===== src/rtl/bdd_tree_loader.sv =====
// Byte-serial tree image loader: assembles node/branch words and drives both SRAM write ports.
// Latency: a word's strobe starts the cycle after its last byte; we1 is held WE1_HOLD cycles and we2 WE2_HOLD cycles.
// Backpressure: s_ready is low in IDLE, DONE and both write-hold states; stream holes simply stall the FSM.
module bdd_tree_loader #(
  parameter int RAM1_DATA_WIDTH = 34,
  parameter int RAM2_DATA_WIDTH = 18,
  parameter int ADDR_WIDTH      = 5,
  parameter int DEPTH           = 32,
  parameter int WE1_HOLD        = 4,
  parameter int WE2_HOLD        = 2
) (
  input  logic                       clk,
  input  logic                       rst,
  input  logic                       start,
  input  logic                       s_valid,
  input  logic [7:0]                 s_data,
  input  logic                       s_last,
  output logic                       s_ready,
  output logic                       we1,
  output logic                       we2,
  output logic [ADDR_WIDTH-1:0]      wr_addr,
  output logic [RAM1_DATA_WIDTH-1:0] ram1_data,
  output logic [RAM2_DATA_WIDTH-1:0] ram2_data,
  output logic                       busy,
  output logic                       load_done,
  output logic                       load_err
);

  typedef enum logic [2:0] {IDLE, HDR, R1B, R1W, R2B, R2W, DONE, DRAIN} state_t;

  localparam logic [2:0] H1_LAST = 3'(WE1_HOLD - 1);
  localparam logic [2:0] H2_LAST = 3'(WE2_HOLD - 1);
  localparam logic [7:0] DEPTH_B = 8'(DEPTH);

  state_t                state;
  logic [2:0]            byte_cnt;
  logic [2:0]            hold_cnt;
  logic [ADDR_WIDTH-1:0] node_cnt;
  logic [ADDR_WIDTH-1:0] n_last;    // index of the final node (N-1)
  logic                  last_seen; // s_last flag of the most recent branch word's final byte
  logic                  accept;

  // Stream and strobe outputs decode straight from the state register, so reset clears them at once.
  assign s_ready = (state == HDR) || (state == R1B) || (state == R2B) || (state == DRAIN);
  assign we1     = (state == R1W);
  assign we2     = (state == R2W);
  assign busy    = (state != IDLE) && (state != DONE);
  assign wr_addr = node_cnt;
  assign accept  = s_valid && s_ready;

  // Load sequencer: header check, byte assembly, write holds, completion and error handling.
  always_ff @(posedge clk or negedge rst) begin
    if (!rst) begin
      state     <= IDLE;
      byte_cnt  <= '0;
      hold_cnt  <= '0;
      node_cnt  <= '0;
      n_last    <= '0;
      last_seen <= 1'b0;
      ram1_data <= '0;
      ram2_data <= '0;
      load_done <= 1'b0;
      load_err  <= 1'b0;
    end else begin
      case (state)
        IDLE: begin
          if (start) begin
            load_done <= 1'b0;
            load_err  <= 1'b0;
            node_cnt  <= '0;
            state     <= HDR;
          end
        end
        HDR: begin
          if (accept) begin
            byte_cnt <= '0;
            if (s_data == 8'd0 || s_data > DEPTH_B) begin
              load_err <= 1'b1;
              state    <= s_last ? IDLE : DRAIN;
            end else if (s_last) begin
              // A lone valid header is a truncated image.
              load_err <= 1'b1;
              state    <= IDLE;
            end else begin
              n_last <= ADDR_WIDTH'(s_data - 8'd1);
              state  <= R1B;
            end
          end
        end
        R1B: begin
          if (accept) begin
            // Bits above the word width of the first byte fall off the top of the shift.
            ram1_data <= {ram1_data[RAM1_DATA_WIDTH-9:0], s_data};
            if (s_last) begin
              load_err <= 1'b1;
              state    <= IDLE;
            end else if (byte_cnt == 3'd4) begin
              byte_cnt <= '0;
              hold_cnt <= '0;
              state    <= R1W;
            end else begin
              byte_cnt <= byte_cnt + 3'd1;
            end
          end
        end
        R1W: begin
          if (hold_cnt == H1_LAST) begin
            byte_cnt <= '0;
            state    <= R2B;
          end else begin
            hold_cnt <= hold_cnt + 3'd1;
          end
        end
        R2B: begin
          if (accept) begin
            ram2_data <= {ram2_data[RAM2_DATA_WIDTH-9:0], s_data};
            if (byte_cnt == 3'd2) begin
              if (s_last && node_cnt != n_last) begin
                load_err <= 1'b1;
                state    <= IDLE;
              end else begin
                last_seen <= s_last;
                hold_cnt  <= '0;
                state     <= R2W;
              end
            end else if (s_last) begin
              load_err <= 1'b1;
              state    <= IDLE;
            end else begin
              byte_cnt <= byte_cnt + 3'd1;
            end
          end
        end
        R2W: begin
          if (hold_cnt == H2_LAST) begin
            if (node_cnt == n_last) begin
              if (last_seen) begin
                load_done <= 1'b1;
                state     <= DONE;
              end else begin
                load_err <= 1'b1;
                state    <= DRAIN;
              end
            end else begin
              node_cnt <= node_cnt + 1'b1;
              byte_cnt <= '0;
              state    <= R1B;
            end
          end else begin
            hold_cnt <= hold_cnt + 3'd1;
          end
        end
        DONE: begin
          state <= IDLE;
        end
        DRAIN: begin
          if (accept && s_last) state <= IDLE;
        end
        default: state <= IDLE;
      endcase
    end
  end

endmodule

===== config.mk =====
export PLATFORM = sky130hd
export DESIGN_NAME = bdd_tree_loader
export DESIGN_NICKNAME = d
export VERILOG_FILES = /design/src/rtl/bdd_tree_loader.sv
export SDC_FILE = /design/constraint.sdc
export NUM_CORES = 1
export LEC_CHECK = 0
export ABC_AREA = 1
export ABC_CLOCK_PERIOD_IN_PS = 1550
export CORE_ASPECT_RATIO = 1.1
export CORE_MARGIN = 4
export CORE_UTILIZATION = 30
export DETAILED_ROUTE_END_ITERATION = 10
export PLACE_DENSITY_LB_ADDON = 0.2
export SLEW_MARGIN = 15
export SYNTH_ARGS = -nofsm -noshare
export SYNTH_HDL_FRONTEND = slang
export SYNTH_SLANG_ARGS = --single-unit

===== constraint.sdc =====
create_clock -name clk -period 1.55 [get_ports clk]
set_clock_uncertainty 0.05 [all_clocks]
set_input_delay 0.31 -clock clk [delete_from_list [all_inputs] [get_ports clk]]
set_output_delay 0.31 -clock clk [all_outputs]
set_load 0.03 [all_outputs]

After elaboration in Yosys (flattened, before gate mapping)
Index checks and enable logic that the tools add are counted.
{"block": "classes", "eq_ne": 36, "n_mux": 58, "order_cmp": 1, "n_reduce_logical": 25, "bitwise": 3, "addsub": 4}
{"cell": "3-bit two-way mux", "n": 33}
{"cell": "9-bit AND reduction", "n": 3}
{"cell": "2-bit != test (second input constant)", "n": 12}
{"cell": "3-bit one-hot mux with 8 select lines", "n": 1}
{"cell": "3-bit == test (second input constant)", "n": 5}
{"cell": "1-bit two-way mux", "n": 15}
{"cell": "5-bit two-way mux", "n": 3}
{"cell": "3-bit one-hot mux with 5 select lines", "n": 1}
{"cell": "2-bit by 1-bit != test with 1-bit output (second input constant)", "n": 7}
{"cell": "3-bit by 2-bit == test with 1-bit output (second input constant)", "n": 4}
{"cell": "3-bit one-hot mux with 4 select lines", "n": 1}
{"cell": "4-bit AND reduction", "n": 3}
{"cell": "5-bit one-hot mux with 2 select lines", "n": 1}
{"cell": "10-bit AND reduction", "n": 1}
{"cell": "5-bit nonzero test", "n": 2}
{"cell": "3-bit by 2-bit != test with 1-bit output (second input constant)", "n": 3}
{"cell": "8-bit by 6-bit > comparator with 1-bit output (second input constant)", "n": 1}
{"cell": "8-bit logical NOT", "n": 1}
{"cell": "3-bit by 1-bit adder with 3-bit output (second input constant)", "n": 2}
{"cell": "3-bit by 1-bit == test with 1-bit output (second input constant)", "n": 2}
{"cell": "5-bit by 1-bit adder with 5-bit output (second input constant)", "n": 1}
{"cell": "5-bit == test", "n": 1}
{"cell": "5-bit != test", "n": 1}
{"cell": "1-bit one-hot mux with 5 select lines", "n": 1}
{"cell": "other kinds (13)", "n": 22}
{"block": "word_totals", "reg_bits": 74}

Depth between registers and ports, before layout
Gate-level depths: netlist of run 1.
{"block": "logic_depth", "word_depth": 8, "mapped_depth": 12, "mapped_depth_nobuf": 11}

Worst setup path after synthesis of run 1
Ideal clock, no wire load.
{"block": "synth_path", "kind": "reg-to-output", "start": "register state[2]", "end": "output busy", "slack_ns": -0.176, "required_time_ns": 1.190, "path_stages_with_launch": 5, "arrival_ns": 1.366, "cell_sequence": "dfrtp_1 buf_4 inv_4 nand2_1 a21boi_0"}
{"block": "synth_via", "elab_chain_len": 2, "elab_cells_between_ends": 3, "cone_classes": "1 x eq/ne; 2 x reduce/logical"}
{"item": "start: declaration", "line": "35", "source": "state_t state;"}
{"item": "start signal: assignment", "line": "79", "source": "state <= s_last ? IDLE : DRAIN;"}
{"item": "3-bit != test / 3-bit nonzero test (equally long branches)", "line": "47", "source": "assign busy = (state != IDLE) && (state != DONE);"}
{"item": "1-bit logical AND *", "line": "47"}
{"item": "end: declaration", "line": "24", "source": "output logic busy,"}
Every way passes the cells marked *; elsewhere a longest branch is shown, timed or not.

Worst setup path after layout of run 1
{"block": "layout_path", "start": "register state[0]", "end": "output s_ready"}
{"block": "layout_via", "elab_chain_len": 4, "elab_cells_between_ends": 7, "cone_classes": "4 x eq/ne; 3 x reduce/logical"}
{"item": "3-bit by 1-bit == test with 1-bit output / 3-bit by 2-bit == test with 1-bit output (equally long branches)", "line": "44", "source": "assign s_ready = (state == HDR) || (state == R1B) || (state == R2B) || (state == DRAIN);"}
{"item": "1-bit logical OR (2 in series)", "line": "44"}
{"item": "1-bit logical OR *", "line": "44"}
{"item": "end: declaration", "line": "18", "source": "output logic s_ready,"}
Marked as above.

==> impl_metrics.yaml, run 1 <==
critical_path:
  reg2reg_from: "state[0]"
  crit_fanout: 6
  reg2reg_setup_slack_ns: -0.19
  start_kind: "flop"
  cp_data_arrival_time_ns: 1.43
  critPathCaptureType: "output port"
  worst_ep_required_time_ns: 1.19
  r2r_cells: 9
  reg2reg_to: "byte_cnt[0]"
  crit_type: "flop to output port"
route:
  wirelength_mm: 10.8
  drtIter0Drc: 193
  vias_per_cell: 4.60
  route.detailed.drc: 0
  ant_nets: 0
  routedWlPerCell_um: 14.6
  drt-pass1-iter-count: 4
  via_count: 3402
logic_synthesis:
  seq_area_frac_synth_pct: 47.3
  synth_edf_count: 0
  ys_ff_latch: 74
  syn_area_mm2: 0.00392
  async_flop_share_pct: 100
  yosys_warnings: 0
  ys_types: 39
  syn_nets: 433
  synth_cells: 412
  syn_avg_cell_area_um2: 9.51
  synth_flop_cell: "dfrtp_1"
global_route:
  grt_pass1_vias: 3423
  grt_use_met3_pct: 2.69
  globalRouteMet2Util_pct: 23.9
  grt-busiest-layer: "met2"
  grt_use_met1_pct: 19.8
  gr-usage-all-layers_pct: 15.0
  grt_pass1_wl_mm: 17.3
  grt_overflow: 0
  antenna_found_initial: 0
  grt_max_degree: 45
sta:
  min_period_ns: 1.79
  timing.final.ws_setup_ns: -0.244
  max-slew-margin-rel_pct: 78.3
  setup_viol_count_final: 72
  rsz0062_at_grt: "yes"
  fin_crit_sh_pct: 116
  max_freq_mhz: 557
  timing_hold_violations_final: 0
  worst_pin_slew_ns: 0.325
  slew_violations: 0
clock_tree:
  clock_sinks: 74
  clk_pin_slew_ns: 0.06
  cts_tree: "built"
  max-clock-path-buffers: 2
  ctsHtreeMaxLevel: 3
  root_buffer: "clkbuf_16"
  cts-buffers-inserted: 9
  clock_latency_ns: 0.34
placed_design:
  portBuffers: 75
  gp_congestion: 0.894
  dpl-instance-area_mm2: 0.00533
  dp_hpwl_mm: 7.61
  dp_cells: 698
die:
  ios: 76
  dieArea_mm2: 0.0150
  start_util_pct: 30.9
  core-area_mm2: 0.0127
  num_rows: 43
  die-width_um: 117
  dieHeight_um: 128
finish:
  area_growth_syn_to_layout_pct: 59.3
  stdcell_area_mm2: 0.00624
  final_cells: 740
  nets: 599
  diodes: 0
  layout-drive-gt1-share_pct: 41.2
power:
  leakagePower_nw: 3.30
  vdd_drop_max_v: 0.000657
  power.density_mw_per_mm2: 1930
run_status:
  violations: "setup timing"
  status: "finished, violations left"
run:
  cap_violations: 0
min_path:
  holdCritPathClass: "input pin to asynchronous set/reset pin"
-- logic make-up (layout without fill, tap and decap cells) --
group / Yosys count / after routing / synth area share (%)
flops: 74 / 74 / 47.3
xor+xnor: 6 / 6 / 1.34
simple gates: 189 / 192 / 23.2
compound gates: 41 / 41 / 5.94
fa+ha+maj: 8 / 8 / 2.56
mux: 34 / 34 / 12.1
buf+inv: 60 / 228 / 7.67
-- worst max-delay path, stage by stage (launching register included) --
cell and delay, ns:
dfrtp_2 0.51, nor2_4 0.20, nand2_4 0.08, nand2_4 0.07, nor2_4 0.04, nand2_4 0.07, buf_12 0.11
-- cell usage after synthesis (2+ instances only) --
cell type,instances,share of area (%)
mux2_4,24,9.2
clkbuf_2,2,0.26
clkbuf_1,2,0.19
nand3_1,17,2.2
nand4_1,10,1.6
buf_8,2,0.77
o21ai_0,27,3.4
a21oi_1,5,0.64
nor2_4,5,1.4
nor2_2,2,0.32
nor2_1,28,2.7
o211ai_1,2,0.38
nand2_4,3,0.86
nor2_8,2,1.0
inv_2,5,0.48
buf_6,4,1.1
nand2_1,111,11
inv_1,40,3.8
dfrtp_1,74,47
ha_1,8,2.6
xor2_1,5,1.1
a21oi_2,2,0.45
nand3_2,2,0.51
mux2_2,10,2.9
nand2_2,6,0.96
-- power by group --
group | total [mW] | leakage, nW | switching [mW] | internal (mW)
sequential | 3.29 | 0.956 | 0.637 | 2.65
clock | 2.14 | 0.152 | 0.847 | 1.29
combinational | 6.65 | 2.19 | 3.67 | 2.98
-- metal layers --
| layer | vias to the layer above | share of wire (%) |
|---|---|---|
| met5 | - | 0 |
| met4 | 0 | 2.3 |
| met3 | 14 | 4.5 |
| met2 | 76 | 48 |
| met1 | 1636 | 45 |
| li1 | 1676 | - |
-- metrics by stage --
| stage | util, % | power (mW) | hold slack (ns) | TNS, ns | worst slack [ns] |
|---|---|---|---|---|---|
| finish | 49.2 | 12.1 | 0.311 | -6.68 | -0.244 |
| global route | 49.2 | 12.9 | 0.323 | -12.04 | -0.310 |
| CTS | 46.7 | 11.6 | 0.308 | -5.25 | -0.259 |
| detailed placement | 42.0 | 9.27 | 0.120 | -12.60 | -0.405 |
| global placement | 42.0 | 9.16 | 0.120 | -12.18 | -0.348 |
| floorplan | - | 6.71 | -0.0356 | 0 | 0.000424 |
-- what timing repair did --
action | CTS | global route
hold buffers | 1 | 0
endpoints found under the hold margin | 11 | 0
pin swaps | 13 | 24
setup buffers | 13 | 8
endpoints found under the setup margin | 121 | 78
cloned | 4 | 2
resized for setup | 109 | 84
-- cells in the final DEF, fill, tap and decap left out, types with 8 or more instances in the layout --
cell type         n
o21ai_1          11
nand2_2          21
nand2_1          88
dlygate4sd2_1    46
nor2_1           19
inv_1            38
nor2_4           12
clkbuf_16         9
dfrtp_1          70
buf_4            62
buf_6            21
o21ai_2           9
nand4_1          10
nand2_4           9
nand3_1          16
mux2_4           28
clkdlybuf4s50_1  11
buf_12           10
o21ai_0           8
-- final cells by class --
class / count / area, um2
clock buffer: 10 / 239
clock inverter: 6 / 66.3
fill: 1169 / 6450
inverter: 48 / 200
multi-input combinational: 281 / 2090
sequential: 74 / 1860
tap: 157 / 196
timing repair buffer: 164 / 1590
-- registers in the layout, indices dropped and copies added, names as in the netlist --
name and flops:
n_last 5, ram1_data 34, ram2_data 18, byte_cnt 3, wr_addr 5, load_done 1
load_err 1, state 3, hold_cnt 3, last_seen 1
-- worst max path at each step --
stage / slack (ns) / startpoint / to / depth (start not counted)
after global placement: -0.35 / s_data[1] / n_last[1] / 9
final: -0.24 / state[0] / s_ready / 6
after global routing: -0.31 / state[0] / s_ready / 6
after CTS: -0.26 / state[0] / we2 / 4
after floorplan: 0.0004 / wr_addr[0] / wr_addr[0] / 11
after detailed placement: -0.40 / s_data[1] / state[0] / 10
Note: power is estimated with default switching activity, not from simulation.
==> inputs of run 2 (changes only) <==
- ABC_AREA: 1 -> not set
- ABC_CLOCK_PERIOD_IN_PS: 1550 -> not set
==> impl_metrics.yaml, run 2 <==
finish:
  stdcell_area_mm2: 0.00653
  largest_reg_flops: 34
  layout-drive-gt1-share_pct: 55.3
  top_register: "ram1_data"
  largestRegisters: "ram1_data x34, ram2_data x18"
  area_growth_syn_to_layout_pct: 77.3
  layout_common_cells: "buf_4 (84), dfrtp_1 (66), dlygate4sd2_1 (52), mux2_4 (41), buf_6 (25)"
  final_util_pct: 54.2
  fillers: 1078
  final_common_cell: "buf_4"
  nets: 526
power:
  p_sw_share_pct: 39.3
  seqPwrFrac_pct: 24.9
  p_int_mw: 8.34
  comb_power_share_pct: 59.7
  p_switching_mw: 5.39
  power_mw: 13.7
  vdd_drop_max_v: 0.00133
  clkPwrFrac_pct: 15.4
  power.density_mw_per_mm2: 2100
  leakagePower_nw: 3.11
route:
  via_count: 3166
  drtIter0Drc: 87
  route.detailed.drc: 0
  vias_per_cell: 4.76
  drt-met1-wl_mm: 4.80
  routed.top_layer: "met4"
  wl_met2_mm: 5.54
  wl_met3_um: 583
  drt-pass1-iter-count: 4
  wirelength_mm: 11.1
  routedWlPerCell_um: 16.7
  ant_nets: 0
sta:
  max_freq_mhz: 525
  holdWs_ns: 0.377
  timing_hold_violations_final: 0
  setup_viol_count_final: 78
  worst_pin_slew_ns: 0.476
  timing.final.ws_setup_ns: -0.354
  min_period_ns: 1.90
  fin_crit_sh_pct: 123
  rsz0062_at_grt: "yes"
  max-slew-margin-rel_pct: 68.3
  slew_violations: 0
critical_path:
  cp_data_arrival_time_ns: 2.07
  crit_type: "flop to flop"
  crit_family: "simple AND/OR/NAND/NOR gates"
  critPathCaptureType: "flop"
  reg2reg_setup_slack_ns: -0.35
  start_kind: "flop"
  crit_fanout: 6
  crit_path_cell_trace: "buf_12 -> buf_4 -> or3b_4 -> nor2_1 -> a21oi_2 -> mux2_4"
  slowest_delay_ns: 0.47
  critPathSlowestCell: "dfrtp_2"
  cp_num_buf_inv: 2
  worst_ep_required_time_ns: 1.72
clock_tree:
  clock_sinks: 74
  clock_latency_ns: 0.33
  cts_tree: "built"
  cts-buffers-inserted: 9
  ctsHtreeMaxLevel: 3
  root_buffer: "clkbuf_16"
  max-clock-path-buffers: 2
  clk_pin_slew_ns: 0.06
logic_synthesis:
  synth_flop_cell: "dfrtp_1"
  async_flop_share_pct: 100
  yosysMostFrequentCell: "dfrtp_1"
  ys_ff_latch: 74
  yosysTopAreaCell: "dfrtp_1"
  synth_edf_count: 0
  syn_avg_cell_area_um2: 11.8
  syn_nets: 333
  synthDominantCellAreaShare_pct: 50.3
  yosys_warnings: 0
  synthTopCellsByCount: "dfrtp_1 (74), mux2_2 (56), nor2_1 (27)"
  synth_area_leaders: "dfrtp_1 (50%), mux2_2 (17%), nor2_1 (2.8%)"
  synth_cells: 312
  ys_types: 62
  syn_area_mm2: 0.00368
  seq_area_frac_synth_pct: 50.3
global_route:
  grt_pass1_vias: 3397
  antenna_found_initial: 1
  grt_pass1_wl_mm: 17.6
  gr-usage-all-layers_pct: 15.9
  grt_overflow: 0
  grt_max_degree: 32
placed_design:
  gp_congestion: 0.899
  dpl-instance-area_mm2: 0.00530
  portBuffers: 75
  post-place-ws_ns: -0.778
  dp_hpwl_mm: 7.22
die:
  core-area_mm2: 0.0120
  start_util_pct: 30.6
  dieArea_mm2: 0.0141
  num_rows: 42
  dieHeight_um: 124
  ios: 76
  die-width_um: 114
run_status:
  status: "finished, violations left"
  violations: "setup timing"
run:
  cap_violations: 0
min_path:
  holdCritPathClass: "input pin to asynchronous set/reset pin"
run 2: timing repair:
action / in CTS / in global routing
setup buffers: 32 / 9
hold buffers: 1 / 0
setup endpoints to repair: 136 / 86
cloned: 5 / 4
endpoints found under the hold margin: 21 / 0
resized for setup: 162 / 68
pin swaps: 22 / 21
run 2: final timing paths:
kind / from / endpoint / depth (start not counted)
max reg2reg: state[1] / hold_cnt[2] / 6
max: state[1] / hold_cnt[2] / 6
max in group asynchronous: rst / state[0] / 3
min: rst / last_seen / 2
min reg2reg: ram2_data[17] / ram2_data[17] / 1
min in group clk: s_data[4] / ram1_data[4] / 3
run 2: routing by layer:
layer  track usage [%]  vias up
li1                  -     1498
met1              19.4     1576
met2              26.7       80
met3              4.23       12
met4              6.61        0
met5                 0        -
run 2: stage by stage:
| step | instances | TNS, ns |
|---|---|---|
| 6_report | 665 | -20.00 |
| 5_1_grt | 665 | -23.77 |
| 3_3_place_gp | 607 | -36.03 |
| 3_5_place_dp | 607 | -36.35 |
| 4_1_cts | 654 | -19.87 |
| 2_1_floorplan | 312 | -1.72 |
run 2: power by group through the flow:
stage | combinational (mW) | clock [mW] | sequential [mW]
after floorplan | 2.50 | 0 | 4.56
after global placement | 6.74 | 0 | 3.40
after detailed placement | 6.77 | 0 | 3.44
after CTS | 7.65 | 2.16 | 3.42
after global routing | 8.72 | 2.26 | 3.55
final | 8.20 | 2.11 | 3.43
run 2: layout make-up:
cell class	count	area, um2	area share [%]
multi-input cells	210	2170	33.3
inverters	13	71.3	1.09
well taps	154	193	2.95
repair buffers	197	1930	29.6
diodes	1	2.50	0.0383
flip-flops and latches	74	1860	28.5
clock inverters	2	35.0	0.537
clock buffers	14	264	4.04
run 2: cell families (layout without fill, tap and decap cells):
group                    Yosys count  in the layout  share of synthesized area (%)
AO/OA/AOI/OAI                     49             49                           9.62
XOR/XNOR                          10             10                           2.58
adder cells (fa/ha/maj)            8              8                           2.72
buffers and inverters             29            226                           3.84
flip-flops                        74             74                           50.3
multiplexers                      63             63                           19.2
other                              0              1                              0
AND/OR/NAND/NOR                   79             80                           11.8
